**src/rtl/radix5_pkg.sv**
```systemverilog
// rtl/radix5_pkg.sv - shared constants and FSM state type for the radix-5 scaling stage
package radix5_pkg;
  localparam int FP_W = 32;
  localparam int EXP_HI = 30;
  localparam int EXP_LO = 23;
  localparam logic [7:0] EXP_MAX = 8'hFF;
  localparam int RADIX = 5;

  typedef enum logic [1:0] {IDLE, RUN, DRAIN} state_t;
endpackage

```
**src/rtl/fp_exp_scale.sv**
```systemverilog
// rtl/fp_exp_scale.sv - single-precision scale by 2^-sh via exponent subtraction
// Optional macro SCALE_FLUSH_EN: flush underflowing normals to signed zero.
module fp_exp_scale
  import radix5_pkg::*;
(
  input  logic [FP_W-1:0] operand,
  input  logic [2:0]      sh,
  output logic [FP_W-1:0] result
);
  logic [7:0] e;
  logic [7:0] e_sub;

  assign e     = operand[EXP_HI:EXP_LO];
  assign e_sub = e - {5'd0, sh};

  always_comb begin
    result = operand;
    // zero/denormal and Inf/NaN keep their encoding untouched
    if (e != 8'd0 && e != EXP_MAX) begin
`ifdef SCALE_FLUSH_EN
      if (e <= {5'd0, sh}) begin
        result = {operand[FP_W-1], {(FP_W-1){1'b0}}};
      end else begin
        result[EXP_HI:EXP_LO] = e_sub;
      end
`else
      result[EXP_HI:EXP_LO] = e_sub;
`endif
    end
  end
endmodule

```
**src/rtl/radix5_scale_ctrl.sv**
```systemverilog
// rtl/radix5_scale_ctrl.sv - radix-5 frame sequencer with per-frame power-of-two scaling
// Optional macro SCALE_FLUSH_EN (handled inside fp_exp_scale).
module radix5_scale_ctrl
  import radix5_pkg::*;
#(
  parameter int GW = 8
) (
  input  logic            clk,
  input  logic            rst_n,
  input  logic            start,
  input  logic [2:0]      scale_sh,
  input  logic [GW-1:0]   num_groups,
  input  logic            in_valid,
  output logic            in_ready,
  input  logic [FP_W-1:0] in_re,
  input  logic [FP_W-1:0] in_im,
  output logic            out_valid,
  input  logic            out_ready,
  output logic [FP_W-1:0] out_re,
  output logic [FP_W-1:0] out_im,
  output logic            out_first,
  output logic            out_last,
  output logic            busy,
  output logic            done
);
  localparam logic [2:0] IDX_LAST = 3'(RADIX - 1);

  state_t          state, state_next;
  logic [2:0]      sh_q;
  logic [GW-1:0]   ng_q;
  logic [2:0]      idx;
  logic [GW-1:0]   grp;
  logic            last_in;
  logic            in_fire;
  logic            out_fire;
  logic            done_next;
  logic            accept_start;
  logic [FP_W-1:0] re_scaled, im_scaled;

  fp_exp_scale u_scale_re (.operand(in_re), .sh(sh_q), .result(re_scaled));
  fp_exp_scale u_scale_im (.operand(in_im), .sh(sh_q), .result(im_scaled));

  assign last_in      = (idx == IDX_LAST) && (grp == ng_q - 1'b1);
  assign in_fire      = in_valid && in_ready;
  assign out_fire     = out_valid && out_ready;
  assign busy         = (state != IDLE);
  assign accept_start = (state == IDLE) && start && (num_groups != '0);

  always_ff @(posedge clk) begin
    if (!rst_n) state <= IDLE;
    else        state <= state_next;
  end

  always_comb begin
    state_next = state;
    done_next  = 1'b0;
    in_ready   = 1'b0;
    case (state)
      IDLE: begin
        if (start) begin
          if (num_groups == '0) done_next = 1'b1;
          else                  state_next = RUN;
        end
      end
      RUN: begin
        in_ready = !out_valid || out_ready;
        if (in_valid && in_ready && last_in) state_next = DRAIN;
      end
      DRAIN: begin
        if (!out_valid || out_ready) begin
          state_next = IDLE;
          done_next  = 1'b1;
        end
      end
      default: state_next = IDLE;
    endcase
  end

  always_ff @(posedge clk) begin
    if (!rst_n) begin
      sh_q      <= '0;
      ng_q      <= '0;
      idx       <= '0;
      grp       <= '0;
      out_valid <= 1'b0;
      out_re    <= '0;
      out_im    <= '0;
      out_first <= 1'b0;
      out_last  <= 1'b0;
      done      <= 1'b0;
    end else begin
      done <= done_next;
      if (accept_start) begin
        sh_q <= scale_sh;
        ng_q <= num_groups;
        idx  <= '0;
        grp  <= '0;
      end
      // a new input always reloads; otherwise a taken output empties the register
      if (in_fire) begin
        out_valid <= 1'b1;
        out_re    <= re_scaled;
        out_im    <= im_scaled;
        out_first <= (idx == 3'd0);
        out_last  <= last_in;
        if (idx == IDX_LAST) begin
          idx <= '0;
          grp <= grp + 1'b1;
        end else begin
          idx <= idx + 3'd1;
        end
      end else if (out_fire) begin
        out_valid <= 1'b0;
      end
    end
  end
endmodule

```
**config.mk**
```make
export PLATFORM = sky130hd
export DESIGN_NAME = radix5_scale_ctrl
export DESIGN_NICKNAME = d
export VERILOG_FILES = /design/src/rtl/radix5_pkg.sv /design/src/rtl/fp_exp_scale.sv /design/src/rtl/radix5_scale_ctrl.sv
export SDC_FILE = /design/constraint.sdc
export NUM_CORES = 1
export LEC_CHECK = 0
export ABC_AREA = 1
export CAP_MARGIN = 20
export CORE_MARGIN = 5
export CORE_UTILIZATION = 45
export DETAILED_ROUTE_END_ITERATION = 16
export PLACE_DENSITY_LB_ADDON = 0.2
export SYNTH_ARGS = -nofsm -noshare
export SYNTH_HDL_FRONTEND = slang
export SYNTH_SLANG_ARGS = --single-unit
```
**constraint.sdc**
```tcl
create_clock -name clk -period 3.25 [get_ports clk]
set_clock_uncertainty 0.2 [all_clocks]
set_input_delay 0.975 -clock clk [delete_from_list [all_inputs] [get_ports clk]]
set_output_delay 0.975 -clock clk [all_outputs]
set_load 0.05 [all_outputs]
```
==> key figures <==
Worst hold path
  – Hold Path Class: reg2reg

Logic synthesis
  – Sequential element share of the synthesized area: 0.415
  – Syn nets: approximately 720
  – Gate Count Post-Synth: 632
  – Synthesized cell area: ~0.0044 sq mm
  – Number of synthesized flops with an enable pin: 0
  – Synth Register Bits: about 90
  – Post-synth top area cell: dfxtp_1
  – Main synth FF type: dfxtp_1
  – Top cell type's share of synthesized area: 0.415
  – Most area-consuming cells after synthesis: dfxtp_1 41%, nor2_1 14%, o21ai_0 8.1%
  – Asr flop ratio synth: 0
  – Synthesis Warnings: 0
  – Mapped Avg Cell Area: 7.02 sq um
  – Distinct cells, synth: 35

Floorplanning
  – Die ar.: 0.0120 sq mm
  – Die Height: 109 um
  – Initial Util: 0.458
  – Rows: 36
  – Core Area: 0.00968 sq mm
  – Ports: 150
  – Chip width: ~110 um

Clock network
  – Worst skew pair latency: 0.36 ns
  – Clock Path Buffers: 2
  – Htree depth: 3
  – Clk sink count: 92
  – CTS Buf Count: 9
  – Hold_buf cts: 0
  – Post-CTS Setup Inserts: 0
  – Clk slew on worst S/H paths: approximately 0.090 ns
  – CTS tree: done
  – PostCTS Resize Cnt: 0
  – Root Driver: clkbuf_8

Detailed routing
  – DRT Pass-1 Iters: 5
  – DR vias: 4479
  – DRT iter0 DRCs: between 200 and 300
  – Routed len/inst: 13.6 um
  – Detailed Route WL: 12300 um
  – Post-DRT Antenna Nets: 0
  – Vias/cell: 4.93
  – Residual DRC count: 0

Placed design
  – RePlAce Congestion: between 0.9 and 1
  – Port Buffer Count: approximately 150
  – Area post-placement: 0.00602 sq mm
  – DP HPWL: between 9000 and 10000 um
  – Count of placed standard cells including taps: 893

Global routing
  – Initial antenna violation count: 0
  – First-pass GRT wire length: between 15000 and 20000 um
  – GRT Residual Overflow: 0
  – Vias in the first global route: between 4000 and 5000
  – Largest net degree at the start of global routing: 71
  – Gr usage total: 0.208

Pwr
  – Pwr/cell area: roughly 440 mW/mm^2
  – Peak supply drop: about 0.22 mV
  – Leakage power: around 0.0026 uW

Timing
  – Fin Setup TNS: 0 ns
  – Final Critical Period: 3.04 ns
  – F_max: approximately 0.33 GHz
  – Worst slew margin: 0.534
  – Pins Over Slew Limit: 0
  – # setup viols final: 0
  – RSZ-0062 raised after global routing: no
  – Final worst path period share: 0.934
  – Final-report hold violation count: 0
  – Worst-Margin Slew: 0.698 ns

Worst setup path
  – Critical path required time: roughly 2.1 ns
  – Critical path startpoint: out_ready
  – Reg-to-Reg Start: sh_q[0]
  – Worst reg2reg path depth: 6
  – Worst path arrival time: between 1.5 and 2 ns
  – CP endpoint: in_ready
  – Critical path type: in2out
  – CP endpoint kind: primary output
  – Worst R2R End: out_re[27]
  – Worst Setup Start Kind: input port
  – Worst-path maximum fanout: 3
  – R2r setup slk: 1.33 ns

Finish
  – Layout area overhead: 40.1%
  – Layout Cells excl Fill: around 900
  – Layout cells sized above 1: 0.0657
  – Number of fill cells: between 800 and 900
  – Nets: roughly 860
  – Final Cell Area: about 0.0062 sq mm
  – Antenna cells: 0

Status
  – Run status: finished clean

Job
  – Max_cap viols: 0
state kept, by name, indices dropped and copies added (netlist names):
name       flops
out_im        32
out_re        32
grp            8
ng_q           8
idx            3
sh_q           3
state          2
done           1
out_first      1
out_last       1
out_valid      1
worst max-delay path, cell delays in order:
cell and delay [ns]:
clkdlybuf4s50_1 0.47, nor2_2 0.06, nor2_1 0.18, buf_12 0.17
logic make-up (layout without fill, tap and decap cells):
logic type	after synthesis	count (layout)	synth area share
compound gates	112	112	0.135
flops	92	92	0.415
xor+xnor	14	14	0.0276
fa+ha+maj	12	12	0.0372
simple gates	314	314	0.300
buf+inv	88	232	0.0860
synthesized netlist by cell type (2+ instances only):
cell      number
buf_6          4
nor2_1       171
o21ai_1        4
o21ai_0       72
nand2_1       86
nand3_1       28
nand2_2        7
fa_1           2
nor2_2         4
a31oi_1        2
xor2_1         7
xnor2_1        7
a21oi_1       23
dfxtp_1       92
nand4_1        2
clkbuf_1       8
ha_1          10
o21ai_2        2
o211ai_1       7
inv_1         53
nor3_1         8
inv_2          8
buf_2         13
worst min-delay path by stage:
stage	from	end	slack, ns	cells after the start
floorplan	state[0]	done	0.24	1
global placement	out_first	out_first	0.26	2
detailed placement	out_last	out_last	0.26	2
CTS	out_last	out_last	0.28	2
global route	state[0]	done	0.31	1
finish	out_last	out_last	0.27	2
power by group:
group	leakage [uW]	switching, uW	internal, uW
Combinational	0.00177	447	295
Sequential	0.000753	41.7	1190
Clock	0.0000999	410	380
Total	0.00263	899	1870
placed cells by master (no fill, tap or decap), types with 8 or more instances in the layout:
| cell type | n |
|---|---|
| clkdlybuf4s50_1 | 147 |
| ha_1 | 10 |
| nand3_1 | 28 |
| nor2_1 | 171 |
| nand2_1 | 86 |
| inv_1 | 53 |
| clkbuf_8 | 10 |
| dfxtp_1 | 92 |
| o21ai_0 | 72 |
| nor3_1 | 8 |
| a21oi_1 | 23 |
| inv_2 | 8 |
metrics by stage:
step / hold slack (ns) / worst slack, ns / power (uW) / utilization
2_1_floorplan: 0.243 / 0.417 / 1720 / -
3_3_place_gp: 0.260 / 0.227 / 1990 / 0.622
3_5_place_dp: 0.261 / 0.182 / 2000 / 0.622
4_1_cts: 0.276 / 0.211 / 2790 / 0.642
5_1_grt: 0.313 / 0.180 / 2910 / 0.642
6_report: 0.275 / 0.214 / 2770 / 0.642
routing by layer:
layer | up-vias | wire (um) | GRT usage | share of wire
li1 | 2291 | - | - | -
met1 | 2017 | 5290 | 0.259 | 0.43
met2 | 148 | 5990 | 0.357 | 0.49
met3 | 23 | 736 | 0.0335 | 0.060
met4 | 0 | 309 | 0.0846 | 0.025
met5 | - | 0 | 0 | 0
layout make-up:
class,count,area (sq um),share of cell area
Clock buffer,11,141,0.0227
Sequential cell,92,1840,0.296
Multi-Input combinational cell,452,2220,0.356
Clock inverter,5,60.1,0.00965
Timing Repair Buffer,155,1570,0.252
Inverter,61,229,0.0368
Tap cell,133,166,0.0267
(Power assumes the default switching activity.)
